`config.mk`:
```
export PLATFORM = sky130hd
export DESIGN_NAME = sat_subtractor_stream
export DESIGN_NICKNAME = d
export VERILOG_FILES = /design/src/rtl/sat_subtractor_stream_pkg.sv /design/src/rtl/sat_subtractor_stream_sat_sub_core.sv /design/src/rtl/sat_subtractor_stream.sv
export SDC_FILE = /design/constraint.sdc
export NUM_CORES = 1
export LEC_CHECK = 0
export ABC_AREA = 1
export CORE_UTILIZATION = 50
export CTS_CLUSTER_SIZE = 16
export DETAILED_ROUTE_END_ITERATION = 8
export GPL_ROUTABILITY_DRIVEN = 0
export GPL_TIMING_DRIVEN = 0
export HOLD_SLACK_MARGIN = 0.12
export MAX_ROUTING_LAYER = met4
export PLACE_DENSITY = 0.8
export RECOVER_POWER = 25
export SYNTH_ARGS = -nofsm -noshare
export SYNTH_HDL_FRONTEND = slang
export SYNTH_SLANG_ARGS = --single-unit
```
`constraint.sdc`:
```
create_clock -name i_clk -period 5.1 [get_ports i_clk]
set_input_delay 1.02 -clock i_clk [delete_from_list [all_inputs] [get_ports i_clk]]
set_output_delay 1.02 -clock i_clk [all_outputs]
set_load 0.02 [all_outputs]
```
`src/rtl/sat_subtractor_stream_pkg.sv`:
```
// Shared definitions for the saturating stream subtractor.
//   - DATA_W   : operand/result width (signed two's complement)
//   - state_t  : skid buffer occupancy (EMPTY / ONE / FULL)
//   - slot_t   : one held result {diff, sat_pos, sat_neg}
//   - sat_limit: MAX or MIN representable value for a given width
package sat_subtractor_stream_pkg;

  localparam int DATA_W = 17;

  typedef enum logic [1:0] {
    ST_EMPTY = 2'd0,
    ST_ONE   = 2'd1,
    ST_FULL  = 2'd2
  } state_t;

  typedef struct packed {
    logic signed [DATA_W-1:0] diff;
    logic                     sat_pos;
    logic                     sat_neg;
  } slot_t;

  // hi=1 returns MAX (0 followed by ones), hi=0 returns MIN (1 followed by zeros).
  function automatic logic signed [31:0] sat_limit(input int w, input logic hi);
    logic signed [31:0] one_msb;
    one_msb = 32'sd1 <<< (w - 1);
    return hi ? (one_msb - 32'sd1) : -one_msb;
  endfunction

  localparam logic signed [DATA_W-1:0] SAT_MAX = DATA_W'(sat_limit(DATA_W, 1'b1));
  localparam logic signed [DATA_W-1:0] SAT_MIN = DATA_W'(sat_limit(DATA_W, 1'b0));

endpackage

```
`src/rtl/sat_subtractor_stream_sat_sub_core.sv`:
```
// Combinational saturating subtract: o_diff = clamp(i_a - i_b).
//   i_a, i_b   : signed operands (minuend, subtrahend)
//   o_diff     : saturated difference
//   o_sat_pos  : result was clamped to MAX
//   o_sat_neg  : result was clamped to MIN
module sat_sub_core
  import sat_subtractor_stream_pkg::*;
(
  input  logic signed [DATA_W-1:0] i_a,
  input  logic signed [DATA_W-1:0] i_b,
  output logic signed [DATA_W-1:0] o_diff,
  output logic                     o_sat_pos,
  output logic                     o_sat_neg
);

  // Overflow on subtraction is only possible when the operand signs differ;
  // it shows up as the wrapped result taking the subtrahend's sign.
  function automatic slot_t saturate(input logic signed [DATA_W-1:0] a,
                                     input logic signed [DATA_W-1:0] b);
    logic signed [DATA_W-1:0] raw;
    slot_t s;
    raw       = a - b;
    s.diff    = raw;
    s.sat_pos = 1'b0;
    s.sat_neg = 1'b0;
    if (!a[DATA_W-1] && b[DATA_W-1] && raw[DATA_W-1]) begin
      s.diff    = SAT_MAX;
      s.sat_pos = 1'b1;
    end else if (a[DATA_W-1] && !b[DATA_W-1] && !raw[DATA_W-1]) begin
      s.diff    = SAT_MIN;
      s.sat_neg = 1'b1;
    end
    return s;
  endfunction

  slot_t w_res;

  assign w_res     = saturate(i_a, i_b);
  assign o_diff    = w_res.diff;
  assign o_sat_pos = w_res.sat_pos;
  assign o_sat_neg = w_res.sat_neg;

endmodule

```
`src/rtl/sat_subtractor_stream.sv`:
```
// Registered saturating subtractor with valid/ready handshake and a
// 2-entry skid buffer (main slot drives the outputs, skid slot absorbs one
// extra result so in_ready never depends combinationally on out_ready).
//   i_clk, i_rst        : clock, synchronous active-high reset
//   i_enable            : clock enable; freezes everything when low
//   i_in_valid/o_in_ready, i_minuend, i_subtrahend : input stream
//   o_out_valid/i_out_ready, o_difference, o_sat_pos, o_sat_neg : output stream
//   o_sat_count         : saturated results accepted, sticky at all-ones
module sat_subtractor_stream
  import sat_subtractor_stream_pkg::*;
#(
  parameter int COUNT_W = 16
) (
  input  logic                     i_clk,
  input  logic                     i_rst,
  input  logic                     i_enable,
  input  logic                     i_in_valid,
  output logic                     o_in_ready,
  input  logic signed [DATA_W-1:0] i_minuend,
  input  logic signed [DATA_W-1:0] i_subtrahend,
  output logic                     o_out_valid,
  input  logic                     i_out_ready,
  output logic signed [DATA_W-1:0] o_difference,
  output logic                     o_sat_pos,
  output logic                     o_sat_neg,
  output logic [COUNT_W-1:0]       o_sat_count
);

  state_t             r_state;
  slot_t              r_main;
  slot_t              r_skid;
  logic               r_in_ready;
  logic               r_out_valid;
  logic [COUNT_W-1:0] r_sat_count;

  slot_t w_new;
  logic  w_in_acc;
  logic  w_out_acc;

  sat_sub_core u_core (
    .i_a       (i_minuend),
    .i_b       (i_subtrahend),
    .o_diff    (w_new.diff),
    .o_sat_pos (w_new.sat_pos),
    .o_sat_neg (w_new.sat_neg)
  );

  assign w_in_acc  = i_in_valid & r_in_ready & i_enable;
  assign w_out_acc = r_out_valid & i_out_ready & i_enable;

  // Register stage: skid FSM, slots and saturation counter
  always_ff @(posedge i_clk) begin
    if (i_rst) begin
      r_state     <= ST_EMPTY;
      r_main      <= '0;
      r_skid      <= '0;
      r_in_ready  <= 1'b1;
      r_out_valid <= 1'b0;
      r_sat_count <= '0;
    end else if (i_enable) begin
      case (r_state)
        ST_EMPTY: begin
          if (w_in_acc) begin
            r_main      <= w_new;
            r_state     <= ST_ONE;
            r_out_valid <= 1'b1;
          end
        end
        ST_ONE: begin
          if (w_in_acc && w_out_acc) begin
            r_main <= w_new;
          end else if (w_out_acc) begin
            r_state     <= ST_EMPTY;
            r_out_valid <= 1'b0;
          end else if (w_in_acc) begin
            r_skid     <= w_new;
            r_state    <= ST_FULL;
            r_in_ready <= 1'b0;
          end
        end
        ST_FULL: begin
          // in_ready is low here, so only the output side can move.
          if (w_out_acc) begin
            r_main     <= r_skid;
            r_state    <= ST_ONE;
            r_in_ready <= 1'b1;
          end
        end
        default: begin
          r_state     <= ST_EMPTY;
          r_in_ready  <= 1'b1;
          r_out_valid <= 1'b0;
        end
      endcase

      if (w_in_acc && (w_new.sat_pos || w_new.sat_neg) && (r_sat_count != '1)) begin
        r_sat_count <= r_sat_count + COUNT_W'(1);
      end
    end
  end

  assign o_in_ready   = r_in_ready;
  assign o_out_valid  = r_out_valid;
  assign o_difference = r_main.diff;
  assign o_sat_pos    = r_main.sat_pos;
  assign o_sat_neg    = r_main.sat_neg;
  assign o_sat_count  = r_sat_count;

endmodule
```
==> metrics.md, run 1 <==
| Metric | Value |
|---|---|
| Run status | complete, no violations |
| Area occupied by registers | 1161 um^2 |
| Unrepaired setup endpoints after global routing | no |
| Fin. max-slew vios | 0 |
| Die Wd | 88.82 um |
| Yosys cell types | 43 |
| Area delta synth->final | 30.48% |
| Hold Path Class | register to register |
| Clk_skew | 0.004567 ns |
| # H-tree levels | 3 |
| Standard-cell row count | 31 |
| Routed WL per cell | 12.55 um |
| Layout fillers | 640 |
| Clock-pin slew on the worst setup and hold paths | 0.06 ns |
| Vias in the first global route | 3573 |
| Ys flop type | dfxtp_1 |
| Post_cts resized | 0 |
| Number of routed nets with antenna violations | 0 |
| IO Port Bufs | 75 |
| Initial Util | 51.96% |
| Max Root-Sink Buffers | 2 |
| FMAX | 232.2 MHz |
| Setup ws final | 0.7935 ns |
| Via Count | 3921 |
| Most frequent cell after synthesis | nand2_1 |
| Post-CTS Setup Bufs | 0 |
| Arr. time, crit path | 4.58 ns |
| Commonest cells post-synth | 142 x nand2_1, 85 x inv_1, 58 x dfxtp_1 |
| Initial DRT Pass Iterations | 4 |
| Share of total power in sequential cells | 34.4% |
| Synth Net Count | 625 |
| Internal | 0.001029 W |
| Yosys top cell area share | 30.81% |
| Drt total wl | 9478 um |
| Setup TNS | 0 ns |
| Tcrit/Tclk final | 84.44% |
| WP data required | 5.38 ns |
| Synth area leaders | dfxtp_1 31%, nand2_1 14%, inv_1 8.5%, a21oi_1 6.4%, ha_1 6.3% |
| Max_cap viols | 0 |
| Yosys reg bits | 58 |
| Root buffer cell | clkbuf_8 |
| Initial antenna violation count | 0 |
| Setup Slack @ Placement | 0.5111 ns |
| Largest area contributor in the netlist | dfxtp_1 |
| N_diodes | 0 |
| VDD IR max | 0.0002343 V |
| Nets@finish | 711 |
| Post-DP HPWL | 7233 um |
| Slew @ Worst Pin | 0.5424 ns |
| Ys Warns | 0 |
| Overall Global Routing Usage | 26.31% |
| Switching power | 0.0004013 W |
| Synth Area per Inst | 6.670 um^2 |
| Critical Path Fanout Max | 10 |
| Clk_lat worst skew | 0.34 ns |
| Seq/Total Area, Yosys | 30.81% |
| Leakage | 2.323 nW |
| Type of the worst setup path | input pin to register |
| Syn Inst Count | 565 |
| Multi-input logic area | 2167 um^2 |
| CTS Buf Count | 9 |
| Crit start category | input pin |
| Vias/cell | 5.193 |
| GR Overflow Total | 0 |
| CTS Hold Bufs | 0 |
| # IOs | 76 |
| Global-route wire length before repair | 15690 um |
| Die ar. | 7888 um^2 |
| Clock sink count | 58 |
| Layout cell share with drive strength beyond 1 | 10.82% |
| Rel. slew slack | 63.84% |
| Final setup vio count | 0 |
| Sw Share | 28.05% |
| P per Cell Area | 290.9 nW/um^2 |
| Finished Core Util | 67.79% |
| Post-Syn Area | 3769 um^2 |
| EDFF count, synth | 0 |
| DRC viols | 0 |
| First DRT Iteration DRCs | 158 |
| Clock Power Share | 41.8% |
| Final Hold Viols | 0 |
| Minimum clock period after layout | 4.306 ns |
| CORE AREA | 7253 um^2 |
| Largest net degree at the start of global routing | 11 |
| Crit end category | register |
| CTS tree | done |
| Die Y | 88.82 um |
| Comb pwr share | 23.8% |
| Ys async rst share | 0% |
==> power groups by stage <==
stage                     logic, W  clock network [W]  registers (W)
after global routing      0.000379           0.000621       0.000495
after floorplan           0.000202                  0       0.000521
final                     0.000340           0.000598       0.000492
after global placement    0.000335                  0       0.000501
after CTS                 0.000345           0.000602       0.000493
after detailed placement  0.000342                  0       0.000502
==> metal layers <==
metal  vias up  share of wire, %  global-route usage (%)
li1       1993                 -                       -
met1      1803                46                   32.09
met2       114                47                   43.99
met3        11               5.6                   5.970
met4         0               1.1                   6.452
met5         -                 0                       -
==> path summary, 6_finish.rpt <==
| path | from | cells past startpoint | end | slack (ns) |
|---|---|---|---|---|
| worst min-delay path | r_skid[1]$_SDFFE_PP0P_ | 2 | r_skid[1]$_SDFFE_PP0P_ | 0.49 |
| worst min register to register | r_skid[1]$_SDFFE_PP0P_ | 2 | r_skid[1]$_SDFFE_PP0P_ | 0.49 |
| worst max-delay path | i_subtrahend[5] | 21 | o_difference[5]$_SDFFE_PP0P_ | 0.79 |
| worst max register to register | o_in_ready$_SDFFE_PP1P_ | 6 | o_difference[10]$_SDFFE_PP0P_ | 3.36 |
==> placed cells by master (no fill, tap or decap), drive strengths merged, types with 4 or more instances in the layout <==
cell type,instances
nand2,148
inv,89
dfxtp,58
a21oi,58
clkdlybuf4s50,55
o21ai,53
nor2,40
nand3,30
dlygate4sd3,20
ha,19
clkbuf,19
or2,11
nor3,11
buf,9
nand4,7
bufinv,4
==> kinds of logic after synthesis <==
family	share of synthesized area, %
AND/OR/NAND/NOR	31.04
flip-flops	30.81
XOR/XNOR	1.162
AO/OA/AOI/OAI	18.19
buffers and inverters	11.42
adder cells (fa/ha/maj)	7.371
==> per-stage QoR <==
stage	instance area [um^2]	total power [W]	hold WS, ns	instances
finish	4917	0.001430	0.4861	755
global route	4917	0.001494	0.4951	755
CTS	4928	0.001440	0.4742	755
detailed placement	4643	0.0008444	0.4599	739
global placement	4643	0.0008363	0.4496	739
floorplan	3769	0.0007236	0.4285	565
==> flip-flops by register name, indices dropped and copies added, names as in the netlist <==
| register | flops |
|---|---|
| o_out_valid | 1 |
| o_in_ready | 1 |
| o_sat_neg | 1 |
| r_skid | 19 |
| o_sat_pos | 1 |
| o_difference | 17 |
| o_sat_count | 16 |
| r_state | 2 |
==> worst max-delay path, cell delays in order <==
cell,delay [ns]
clkdlybuf4s50_1,0.46
inv_1,0.04
ha_1,0.32
nand2_1,0.13
inv_1,0.05
nand2_1,0.06
nand3_1,0.17
nand2_1,0.16
nand2_1,0.06
nand2_1,0.08
nand2_1,0.05
a21oi_1,0.26
fa_1,0.52
nor2_4,0.20
inv_1,0.09
nand2_1,0.18
inv_1,0.14
buf_2,0.22
nand2_1,0.10
o21ai_0,0.13
a21oi_2,0.13
==> area by class of cell <==
| class | instances | area share, % |
|---|---|---|
| plain buffers | 16 | 1.883 |
| clock buffers | 12 | 3.359 |
| clock inverters | 4 | 2.443 |
| inverters | 89 | 6.845 |
| multi-input cells | 402 | 44.07 |
| flip-flops and latches | 58 | 23.61 |
| well taps | 99 | 2.519 |
| repair buffers | 75 | 15.27 |
Power figures use the tool's default switching activity.
==> inputs of run 2 (changes only) <==
CORE_UTILIZATION = 47   (was 50)
PLACE_DENSITY = 0.79   (was 0.8)
clock period = 3.9 ns   (was 5.1 ns; I/O delays follow)
==> metrics.md, run 2 (synthesized netlist as in run 1, its figures left out) <==
| Metric | Value |
|---|---|
| FF-to-FF End | o_sat_count[9]$_SDFFE_PP0P_ |
| Internal | 0.001055 W (+2.5%) |
| Clock sink count | 58 (unchanged) |
| Number of routed nets with antenna violations | 0 (unchanged) |
| Max reg flops | 19 (unchanged) |
| Area delta synth->final | 29.75% |
| GR Overflow Total | 0 (unchanged) |
| CORE AREA | 7727 um^2 (+6.5%) |
| Arr. time, crit path | 3.96 ns (-0.62 ns) |
| # H-tree levels | 3 (unchanged) |
| Met1 WL | 4300 um (-1.3%) |
| Nets@finish | 714 (+0.42%) |
| Most common library cell in the layout ignoring fill and taps | nand2_1 |
| Hold endpoint | r_skid[1]$_SDFFE_PP0P_ |
| Die Y | 91.55 um (+3.1%) |
| Post-Layout Cell Count | 761 (+0.79%) |
| Slew @ Worst Pin | 0.5367 ns (-0.005706 ns) |
| First DRT Iteration DRCs | 190 (+20%) |
| Largest net degree at the start of global routing | 11 (unchanged) |
| Post-Place Cells | 742 (+0.41%) |
| Share of total power in sequential cells | 40.8% (+6.4 points) |
| Die ar. | 8380 um^2 (+6.2%) |
| Type of the worst setup path | input pin to register |
| Vias/cell | 5.114 (-1.5%) |
| Biggest register | r_skid |
| Clock-pin slew on the worst setup and hold paths | 0.06 ns (about the same) |
| Crit path buf inv count | 4 (-2) |
| Setup ws final | 0.1704 ns (-0.6231 ns) |
| Worst path cell trace | clkdlybuf4s50_1, inv_1, ha_1, fa_1, inv_2, nand2_1, nand3_2, nand2_1, nand2_1, nand2_1, nand2_1, a21oi_2, fa_2, nand2_4, a21oi_4, nand2_4, inv_8, nand2_2, nor2_2, a21oi_2, o21a_1 |
| Max_cap viols | 0 (unchanged) |
| DR WL met2 | 4481 um (about the same) |
| CTS tree | done |
| CP dominant cell by count | nand2_1 |
| Layout fillers | 670 (+4.7%) |
| # IOs | 76 (unchanged) |
| P per Cell Area | 323.1 nW/um^2 (+11%) |
| Clk_skew | 0.008611 ns (+0.004044 ns) |
| Clk_lat worst skew | 0.34 ns (about the same) |
| Clock Power Share | 30.5% (-11 points) |
| WP data required | 4.13 ns (-1.25 ns) |
| Reg2reg start | o_sat_count[0]$_SDFFE_PP0P_ |
| Area occupied by registers | 1161 um^2 (unchanged) |
| Post-DP HPWL | 7242 um (+0.12%) |
| Tcrit/Tclk final | 95.63% |
| N_diodes | 0 (unchanged) |
| Rel. slew slack | 64.22% (+0.38 points) |
| Via Count | 3892 (-0.74%) |
| Hold slack | 0.4592 ns (-0.02691 ns) |
| Leakage | 2.301 nW (-0.92%) |
| Routed WL per cell | 12.30 um (-2.0%) |
| VDD IR max | 0.0002704 V (+15%) |
| Drt total wl | 9361 um (-1.2%) |
| Minimum clock period after layout | 3.730 ns |
| HP Start | r_skid[1]$_SDFFE_PP0P_ |
| Crit start category | input pin |
| Die Wd | 91.55 um (+3.1%) |
| DRC viols | 0 (unchanged) |
| Max Root-Sink Buffers | 2 (unchanged) |
| Hold Path Class | register to register |
| Initial Util | 48.77% (-3.2 points) |
| Global-route wire length before repair | 15850 um (+1.0%) |
| Vias in the first global route | 3593 (+0.56%) |
| Top delay family on crit path | adder cells |
| Reg2Reg Depth | 10 (+4) |
| Setup Slack @ Placement | -0.4516 ns (-0.9627 ns) |
| IO Port Bufs | 75 (unchanged) |
| Comb pwr share | 28.8% (+5.0 points) |
| R2r setup slk | 2.18 ns (-1.18 ns) |
| CTS Hold Bufs | 0 (unchanged) |
| Multi-input logic area | 2217 um^2 (+2.3%) |
| Crit end category | register |
| Fin. max-slew vios | 0 (unchanged) |
| Standard-cell row count | 32 (+3.2%) |
| Final setup vio count | 0 (unchanged) |
| Final Hold Viols | 0 (unchanged) |
| Uppermost layer routed | met4 |
| CTS Buf Count | 9 (unchanged) |
| Layout cell share with drive strength beyond 1 | 13.05% (+2.2 points) |
| Hold depth | 2 (unchanged) |
| Critical path's slowest cell | fa_2 |
| Switching power | 0.0005253 W (+31%) |
| Overall Global Routing Usage | 24.09% (-2.2 points) |
| FMAX | 268.1 MHz |
| Run status | complete, no violations |
| WL met3 | 493 um (-6.8%) |
| CP peak stage delay | 0.59 ns (+0.07 ns) |
| Initial antenna violation count | 0 (unchanged) |
| Sw Share | 33.24% (+5.2 points) |
| Root buffer cell | clkbuf_8 |
| Initial DRT Pass Iterations | 4 (unchanged) |
| Critical Path Fanout Max | 10 (unchanged) |
| Most frequent cells in the layout | 139 x nand2_1, 83 x inv_1, 58 x dfxtp_1 |
==> run 2: changes by cell type in the layout (fill, tap and decap cells not counted), sizes merged, moves of 2 or more <==
| cell | delta |
|---|---|
| bufinv | -4 |
| clkbuf | -2 |
| clkinv | +3 |
| buf | +4 |
| clkinvlp | +2 |
==> run 2: how the worst max path moves through the flow <==
stage                    startpoint                      endpoint  slack, ns  depth (start not counted)
detailed placement     i_minuend[0]   o_sat_count[9]$_SDFFE_PP0P_      -0.45                         20
finish                 i_minuend[0]   o_sat_count[5]$_SDFFE_PP0P_       0.17                         21
global placement    i_subtrahend[5]  o_difference[4]$_SDFFE_PP0P_      -0.42                         19
floorplan              i_minuend[0]   o_sat_count[9]$_SDFFE_PP0P_       0.45                         20
global route           i_minuend[0]   o_sat_count[5]$_SDFFE_PP0P_     -0.001                         21
CTS                    i_minuend[0]   o_sat_count[5]$_SDFFE_PP0P_       0.02                         21
==> run 2: cell type report <==
| class | instances | share of cell area, % |
|---|---|---|
| Sequential cell | 58 | 23.75 |
| Clock inverter | 5 | 0.6141 |
| Clock buffer | 11 | 2.892 |
| Tap cell | 102 | 2.610 |
| Buffer | 16 | 1.996 |
| Timing Repair Buffer | 78 | 15.81 |
| Multi-Input combinational cell | 402 | 45.34 |
| Inverter | 89 | 6.986 |
==> run 2: worst reg2reg max path: stages (launching register included) <==
cell,delay (ns)
dfxtp_1,0.41
ha_1,0.23
nand3_1,0.11
nor2_1,0.12
nand3_1,0.13
nand2_4,0.19
inv_8,0.07
nand3_2,0.12
nor2_1,0.05
nor2_1,0.11
nor3_2,0.04
==> run 2: metrics by stage <==
step | setup TNS, ns | total power [W] | utilization (%) | instance area (um^2)
final | 0 | 0.001580 | 63.28 | 4890
after global routing | -0.001272 | 0.001674 | 63.28 | 4890
after CTS | 0 | 0.001585 | 62.60 | 4837
after detailed placement | -11.58 | 0.001103 | 60.14 | 4647
after global placement | -10.38 | 0.001094 | 60.14 | 4647
after floorplan | 0 | 0.0009462 | - | 3769
==> run 2: power groups by stage <==
stage	clock network (W)	registers, W	logic, W
final	0.000482	0.000644	0.000454
after global routing	0.000522	0.000647	0.000504
after CTS	0.000488	0.000644	0.000452
after detailed placement	0	0.000657	0.000446
after global placement	0	0.000656	0.000438
after floorplan	0	0.000682	0.000264
==> run 2: timing repair <==
| item | 4_1_cts | 5_1_grt |
|---|---|---|
| gates resized for setup | 3 | 19 |
| setup buffers | 1 | 2 |
| gates cloned | 0 | 0 |
| pin swaps | 1 | 1 |
| setup endpoints to repair | 15 | 28 |
==> run 2: per-layer routing <==
layer  global-route usage (%)  up-vias
met3                    6.365       12
li1                         -     2007
met2                    39.79       93
met4                    5.291        0
met5                        -        -
met1                    29.40     1780
